==> src/rtl/extest_pkg.sv <==
// Shared types and constants for the EXTEST scan sequencer and its helpers.
package extest_pkg;

    typedef enum logic [2:0] {
        IDLE,
        SHIFT,
        UPDATE,
        CAPTURE,
        UNLOAD,
        DONE
    } extest_state_t;

    localparam int unsigned EXTEST_N    = 8;
    localparam logic        EXTEST_FILL = 1'b0;

endpackage

==> src/rtl/extest_shreg.sv <==
// N-bit shift register with parallel load and serial in/out, MSB shifted out first.
module extest_shreg #(
    parameter int unsigned N = 8
) (
    input  logic         clk_i,
    input  logic         reset_i,
    input  logic         load_i,
    input  logic [N-1:0] par_i,
    input  logic         shift_i,
    input  logic         ser_i,
    output logic         ser_o,
    output logic [N-1:0] nxt_o
);

    logic [N-1:0] sr_q, sr_d;

    // Load has priority over shift.
    always_comb begin
        sr_d = sr_q;
        if (load_i) begin
            sr_d = par_i;
        end else if (shift_i) begin
            sr_d = {sr_q[N-2:0], ser_i};
        end
    end

    always_ff @(posedge clk_i) begin
        if (reset_i) begin
            sr_q <= '0;
        end else begin
            sr_q <= sr_d;
        end
    end

    assign ser_o = sr_q[N-1];
    assign nxt_o = sr_d;

endmodule

==> src/rtl/extest_scan_ctrl.sv <==
// EXTEST session sequencer: shifts a stimulus pattern into the wrapper chain,
// strobes update/capture, and unloads the captured response into a parallel word.
module extest_scan_ctrl
    import extest_pkg::*;
#(
    parameter int unsigned N = EXTEST_N
) (
    input  logic         clk_i,
    input  logic         reset_i,
    input  logic         start_i,
    input  logic [N-1:0] pattern_in_i,
    output logic         busy_o,
    output logic         done_o,
    output logic [N-1:0] response_out_o,
    output logic         extest_mode_o,
    output logic         wr_shift_o,
    output logic         wr_update_o,
    output logic         wr_capture_o,
    output logic         extest_scan_in_o,
    input  logic         extest_scan_out_i
);

    localparam int unsigned CW = $clog2(N);
    localparam logic [CW-1:0] CNT_LAST = CW'(N - 1);

    extest_state_t state_q, state_d;
    logic [CW-1:0] cnt_q, cnt_d;
    logic [N-1:0]  resp_out_q, resp_out_d;
    logic          busy_q, busy_d;
    logic          done_q, done_d;
    logic          mode_q, mode_d;
    logic          shift_q, shift_d;
    logic          update_q, update_d;
    logic          capture_q, capture_d;

    logic          accept;
    logic [N-1:0]  resp_nxt;
    logic [N-1:0]  stim_nxt_unused;
    logic          resp_ser_unused;

    assign accept = (state_q == IDLE) && start_i;

    // Stimulus serialiser: the MSB flop drives the chain directly; fill bits trail the pattern.
    extest_shreg #(.N(N)) u_stim (
        .clk_i   (clk_i),
        .reset_i (reset_i),
        .load_i  (accept),
        .par_i   (pattern_in_i),
        .shift_i (state_q == SHIFT),
        .ser_i   (EXTEST_FILL),
        .ser_o   (extest_scan_in_o),
        .nxt_o   (stim_nxt_unused)
    );

    extest_shreg #(.N(N)) u_resp (
        .clk_i   (clk_i),
        .reset_i (reset_i),
        .load_i  (1'b0),
        .par_i   ('0),
        .shift_i (state_q == UNLOAD),
        .ser_i   (extest_scan_out_i),
        .ser_o   (resp_ser_unused),
        .nxt_o   (resp_nxt)
    );

    // Next state plus output decode from the next state, so every output is a flop.
    always_comb begin
        state_d    = state_q;
        cnt_d      = cnt_q;
        resp_out_d = resp_out_q;
        case (state_q)
            IDLE: begin
                if (start_i) begin
                    state_d = SHIFT;
                    cnt_d   = '0;
                end
            end
            SHIFT: begin
                if (cnt_q == CNT_LAST) begin
                    state_d = UPDATE;
                    cnt_d   = '0;
                end else begin
                    cnt_d = cnt_q + CW'(1);
                end
            end
            UPDATE:  state_d = CAPTURE;
            CAPTURE: state_d = UNLOAD;
            UNLOAD: begin
                if (cnt_q == CNT_LAST) begin
                    state_d    = DONE;
                    cnt_d      = '0;
                    resp_out_d = resp_nxt;
                end else begin
                    cnt_d = cnt_q + CW'(1);
                end
            end
            DONE:    state_d = IDLE;
            default: state_d = IDLE;
        endcase

        busy_d    = (state_d != IDLE);
        mode_d    = (state_d != IDLE);
        shift_d   = (state_d == SHIFT) || (state_d == UNLOAD);
        update_d  = (state_d == UPDATE);
        capture_d = (state_d == CAPTURE);
        done_d    = (state_d == DONE);
    end

    always_ff @(posedge clk_i) begin
        if (reset_i) begin
            state_q    <= IDLE;
            cnt_q      <= '0;
            resp_out_q <= '0;
            busy_q     <= 1'b0;
            done_q     <= 1'b0;
            mode_q     <= 1'b0;
            shift_q    <= 1'b0;
            update_q   <= 1'b0;
            capture_q  <= 1'b0;
        end else begin
            state_q    <= state_d;
            cnt_q      <= cnt_d;
            resp_out_q <= resp_out_d;
            busy_q     <= busy_d;
            done_q     <= done_d;
            mode_q     <= mode_d;
            shift_q    <= shift_d;
            update_q   <= update_d;
            capture_q  <= capture_d;
        end
    end

    assign busy_o         = busy_q;
    assign done_o         = done_q;
    assign response_out_o = resp_out_q;
    assign extest_mode_o  = mode_q;
    assign wr_shift_o     = shift_q;
    assign wr_update_o    = update_q;
    assign wr_capture_o   = capture_q;

endmodule

==> config.mk <==
export PLATFORM = sky130hd
export DESIGN_NAME = extest_scan_ctrl
export DESIGN_NICKNAME = d
export VERILOG_FILES = /design/src/rtl/extest_pkg.sv /design/src/rtl/extest_shreg.sv /design/src/rtl/extest_scan_ctrl.sv
export SDC_FILE = /design/constraint.sdc
export NUM_CORES = 1
export LEC_CHECK = 0
export CORE_MARGIN = 1.5
export CORE_UTILIZATION = 50
export CTS_CLUSTER_SIZE = 10
export DETAILED_ROUTE_END_ITERATION = 8
export PLACE_DENSITY = 0.77
export SETUP_SLACK_MARGIN = 0.1
export SLEW_MARGIN = 20
export SYNTH_ARGS = -nofsm -noshare
export SYNTH_HDL_FRONTEND = slang
export SYNTH_SLANG_ARGS = --single-unit
==> constraint.sdc <==
create_clock -name clk_i -period 4.7 [get_ports clk_i]
set_input_delay 1.41 -clock clk_i [delete_from_list [all_inputs] [get_ports clk_i]]
set_output_delay 1.41 -clock clk_i [all_outputs]
set_load 0.1 [all_outputs]
==> results of run 1 <==
## per-stage QoR
stage | std cells | power [mW] | instance area (um^2) | util | hold WS, ns
after floorplan | 150 | 0.366 | 1420 | - | 0.431
after global placement | 194 | 0.379 | 1640 | 0.603 | 0.444
after detailed placement | 194 | 0.382 | 1640 | 0.606 | 0.448
after CTS | 202 | 0.546 | 1700 | 0.628 | 0.460
after global routing | 202 | 0.565 | 1700 | 0.628 | 0.486
final | 202 | 0.539 | 1700 | 0.628 | 0.458
## placed cells by master, fill, tap and decap left out, types with 2 or more instances in the layout
cell type	n
dfxtp_1	34
clkdlybuf4s50_1	26
a21oi_1	18
nand2_1	16
mux2i_1	15
nor2_1	11
o21ai_0	8
nor2b_1	5
clkbuf_4	5
inv_1	3
nor3b_1	2
nor3_1	2
o2111ai_1	2
o41ai_1	2
ha_1	2
buf_4	2
## power by group
part,switching [mW],internal (mW),leakage [nW]
clock network,0.0921,0.0724,0.0353
registers,0.00679,0.297,0.277
logic,0.0429,0.0275,0.321
total,0.142,0.397,0.633
## area by class of cell
class                      count  area [um^2]  share of cell area
clock buffer                   7         55.1              0.0324
tap                           31         38.8              0.0228
sequential                    34          681               0.400
inverter                       3         11.3             0.00662
multi-input combinational     98          636               0.374
timing repair buffer          28          275               0.162
clock inverter                 1         5.00             0.00294
## sequential cells by signal, summed over array words and instances (netlist names)
name	flops
response_out_o	8
u_stim.sr_q	8
u_resp.sr_q	7
cnt_q	3
state_q	3
done_o	1
extest_mode_o	1
wr_capture_o	1
wr_shift_o	1
wr_update_o	1
## routing by layer
layer	wire length, um	global-route usage
met2	1250	0.303
met3	101	0.0488
met1	1120	0.192
met5	0	0
met4	60	0.109
## worst register-to-register path: stages (launching register included)
cell	delay (ns)
dfxtp_1	0.36
ha_1	0.16
ha_1	0.24
nor4bb_2	0.66
nand2_1	0.13
a21oi_1	0.14
## path summary, 6_finish.rpt
kind / endpoint
worst max-delay path: response_out_o[4]
worst max register to register: response_out_o[5]
worst min-delay path: response_out_o[7]
worst min register to register: response_out_o[7]
## cell families (layout without fill, tap and decap cells)
group,count (synthesis),in the layout,share of synthesized area
AO/OA/AOI/OAI,34,34,0.140
adder cells (fa/ha/maj),2,2,0.0177
flip-flops,34,34,0.481
XOR/XNOR,1,1,0.00618
multiplexers,15,15,0.106
AND/OR/NAND/NOR,46,46,0.174
buffers and inverters,18,39,0.0751
==> summary.txt, run 1 <==
GRT
  – Vias in the first global route: 1010
  – First-pass GRT wire length: 4310 um
  – Largest net degree at the start of global routing: 28
  – Grt ovf: 0
  – Initial antenna violation count: 0
  – GRT Total Usage: 0.177

STA
  – Final Setup Violations: 0
  – Worst slew margin: 0.349
  – Tightest Pin Transition: 0.973 ns
  – Setup Skew: 0.00793 ns
  – Fin. max-slew vios: 0
  – Fin Setup TNS: 0 ns
  – Final Hold Viols: 0
  – Worst setup margin: 1.48 ns
  – Final Cycle Share: 0.686
  – FMAX: 0.310 GHz
  – RSZ-0062 raised after global routing: false
  – Min Tclk post-route: 3.22 ns

Layout
  – Share of cells above drive strength 1: 0.0877
  – Ant diodes: 0
  – # fillers: 254
  – Synth-to-Final Area Change: 20.1%
  – Final #Nets: 184

Worst setup path
  – Worst setup SP type: register
  – R2R cell count: 5
  – Cell Chain, Critical Path: clkdlybuf4s50_1
  – CP peak stage delay: 1.13 ns
  – Peak fanout along the critical path: 2
  – Delay-heaviest family, CP: buffers and inverters
  – WP data required: 3.29 ns
  – Crit-path slowest cell: clkdlybuf4s50_1
  – Worst EP arrival: 1.81 ns
  – Stages on worst setup path: 1
  – R2R Path Start: cnt_q[0]
  – FF-to-FF setup slack: 2.94 ns
  – CP Capture Type: output pin
  – Critical path buffers and inverters: 1
  – WS Path Type: register to output pin
  – Critical path launch point: response_out_o[4]

Pwr
  – Worst vdd ir: 241 uV
  – P_leak: 0.633 nW
  – P per Cell Area: 317 nW/um^2

Synth
  – Avg Cell Area, Syn: 9.44 um^2
  – Ys Warns: 0
  – Most frequent cell after synthesis: dfxtp_1
  – Netlist Area Pre-Place: 1420 um^2
  – Yosys top cell area share: 0.481
  – Cells after synthesis: 150
  – Most frequent cells after synthesis: dfxtp_1, a21oi_1, nand2_1
  – Top post-synthesis cells by area: dfxtp_1, mux2i_1, a21oi_1, nand2_1, nor2_1
  – Register area share after synthesis: 0.481
  – Synth async-reset ratio: 0
  – Number of synthesized flops with an enable pin: 0
  – FF+latch count, synth: 34
  – Predominant post-synthesis flop cell: dfxtp_1
  – Post-synth top area cell: dfxtp_1
  – Cell variety after synth: 33
  – Synth Net Count: 164

Clock network
  – H-tree levels: 2
  – Clock transition at path regs: 0.10 ns
  – CTS sink count: 34
  – Postcts setup bufs: 0
  – Root buf cell: clkbuf_4
  – TritonCTS clock tree: yes
  – CTS Buffer Depth: 2
  – Hold Buf Count CTS: 0
  – Post-CTS sizing: 0
  – Clock latency on the worst-skew pair: 0.33 ns
  – TritonCTS buffer count: 5

Placement
  – Routability cong.: 0.764
  – Detail Placement HPWL: 1760 um
  – Pre-CTS setup slack: 1.72 ns
  – Port buffer count: 26

Route
  – WL final: 2530 um
  – Detailed-route via count: 1095
  – Number of nets with antenna violations after routing: 0
  – Routed vias/inst: 5.42
  – DR WL/cell: 12.5 um
  – # DRC: 0
  – DR iter-0 viols: 23
  – Pre-antenna DRT Iters: 4

Floorplan
  – Die Width: 56.2 um
  – Total core area: 2710 um^2
  – Starting density of the core: 0.523
  – Chip Height: 56.2 um
  – FP Rows: 19
  – I/O Pins: 27
  – DIE AREA: 3160 um^2

Hold path
  – HP Class: register to register
  – Hold wc startpoint: u_resp.sr_q[6]
  – Hold depth: 2

Flow run
  – Max cap viols: 0

Run status
  – Status: finished, final reports clean
Power figures use the tool's default switching activity.
==> inputs of run 2 (changes only) <==
Clock period 4.7 ns to 3.19 ns, I/O delays scaled along.
==> run 2 against run 1 <==
- clock skew up 0.0042 ns
- register-to-register slack worse by 1.5 ns
- worst hold slack better by 0.0031 ns
- sequential share of layout area up 0.78 points
- critical endpoint is now u_stim.sr_q[0]
- largest cell class unchanged
- highest routed layer unchanged
==> summary.txt, run 2 (synthesized netlist as in run 1, its figures left out) <==
Run status
  – Status: finished, final reports clean

Worst setup path
  – R2R Path Start: cnt_q[0]
  – Peak fanout along the critical path: 19
  – WP data required: 3.42 ns
  – Worst setup SP type: input pin
  – Critical path launch point: start_i
  – Worst EP arrival: 2.38 ns
  – WS Path Type: input pin to register
  – CP Capture Type: register

Floorplan
  – Chip Height: 56.2 um
  – I/O Pins: 27
  – Die Width: 56.2 um
  – Starting density of the core: 0.523
  – DIE AREA: 3160 um^2
  – FP Rows: 19
  – Total core area: 2710 um^2

Placement
  – Placed Area: 1610 um^2
  – Pre-CTS setup slack: 0.684 ns
  – Routability cong.: 0.749
  – Detail Placement HPWL: 1780 um
  – Placed cells: 195
  – Port buffer count: 26

Clock network
  – Clock transition at path regs: 0.10 ns
  – H-tree levels: 2
  – TritonCTS buffer count: 5
  – CTS Buffer Depth: 2
  – TritonCTS clock tree: yes
  – CTS sink count: 34
  – Root buf cell: clkbuf_4
  – Postcts setup bufs: 0
  – Post-CTS sizing: 0
  – Clock latency on the worst-skew pair: 0.33 ns
  – Hold Buf Count CTS: 0

Pwr
  – Internal cell power: 583 uW
  – Sw frac: 0.270
  – Clock power share: 0.310
  – Net switching power: 216 uW
  – Combinational share of power: 0.128
  – Worst vdd ir: 392 uV
  – P per Cell Area: 479 nW/um^2
  – Tot Pwr: 799 uW
  – P_leak: 0.666 nW
  – Flop pwr share: 0.561

Layout
  – Most frequent cells in the layout: dfxtp_1, a21oi_1, buf_4
  – Layout Cell Area excl Fill: 1670 um^2
  – Ant diodes: 0
  – Most common cell after layout, fill and taps aside: dfxtp_1
  – Non-filler instance count after layout: 203
  – # fillers: 244
  – Final #Nets: 185
  – Final core utilization: 0.616
  – Synth-to-Final Area Change: 17.8%
  – Share of cells above drive strength 1: 0.180

Hold path
  – HP Class: register to register
  – Hold wc startpoint: response_out_o[7]

GRT
  – Largest net degree at the start of global routing: 20
  – Vias in the first global route: 989
  – Initial antenna violation count: 0
  – Grt ovf: 0
  – First-pass GRT wire length: 4260 um
  – GRT Total Usage: 0.174

Flow run
  – Max cap viols: 0

STA
  – Fin Setup TNS: 0 ns
  – Final Cycle Share: 0.673
  – RSZ-0062 raised after global routing: false
  – Worst setup margin: 1.04 ns
  – Hold WS: 0.461 ns
  – Setup Skew: 0.0122 ns
  – Fin. max-slew vios: 0
  – Worst slew margin: 0.639
  – Final Setup Violations: 0
  – Final Hold Viols: 0
  – Tightest Pin Transition: 0.541 ns
  – Min Tclk post-route: 2.15 ns
  – FMAX: 0.466 GHz

Route
  – Met3 wire length: 96 um
  – # DRC: 0
  – M1 wire length: 1140 um
  – DR WL/cell: 12.6 um
  – Routed vias/inst: 5.38
  – Number of nets with antenna violations after routing: 0
  – Top routing layer used: met4
  – Pre-antenna DRT Iters: 4
  – DR WL met2: 1280 um
  – Detailed-route via count: 1093
  – WL final: 2550 um
  – DR iter-0 viols: 29
## run 2: cell types whose count changed in the layout (fill, tap and decap cells not counted), sizes merged
cell           previous run  this run
clkdlybuf4s50            26        11
buf                       2        18
clkbuf                    7         6
clkinvlp                  0         1
## run 2: routing by layer
metal | track usage | up-vias
met4 | 0.0714 | 0
met1 | 0.201 | 507
met5 | 0 | -
li1 | - | 562
met2 | 0.296 | 20
met3 | 0.0535 | 4
## run 2: path summary, 6_finish.rpt
check | endpoint | slack (ns) | cells past startpoint
worst min-delay path | response_out_o[7] | 0.46 | 2
worst min register to register | response_out_o[7] | 0.46 | 2
worst max-delay path | u_stim.sr_q[0] | 1.04 | 3
worst max register to register | response_out_o[0] | 1.49 | 5
## run 2: worst max-delay path, stage by stage
cell and delay, ns:
clkdlybuf4s50_1 0.51, or4b_4 0.60, a41o_2 0.31
## run 2: final cells by class
cell class,count,area (um^2),area share
flip-flops and latches,34,681,0.408
multi-input cells,98,629,0.377
repair buffers,29,245,0.147
clock buffers,6,51.3,0.0307
well taps,31,38.8,0.0232
clock inverters,2,12.5,0.00750
inverters,3,11.3,0.00675
## run 2: power groups by stage
stage	logic, mW	clock network [mW]	registers, mW
after detailed placement	0.103	0	0.459
after global placement	0.100	0	0.457
final	0.103	0.248	0.449
after CTS	0.103	0.257	0.449
after floorplan	0.0612	0	0.478
after global routing	0.109	0.279	0.451
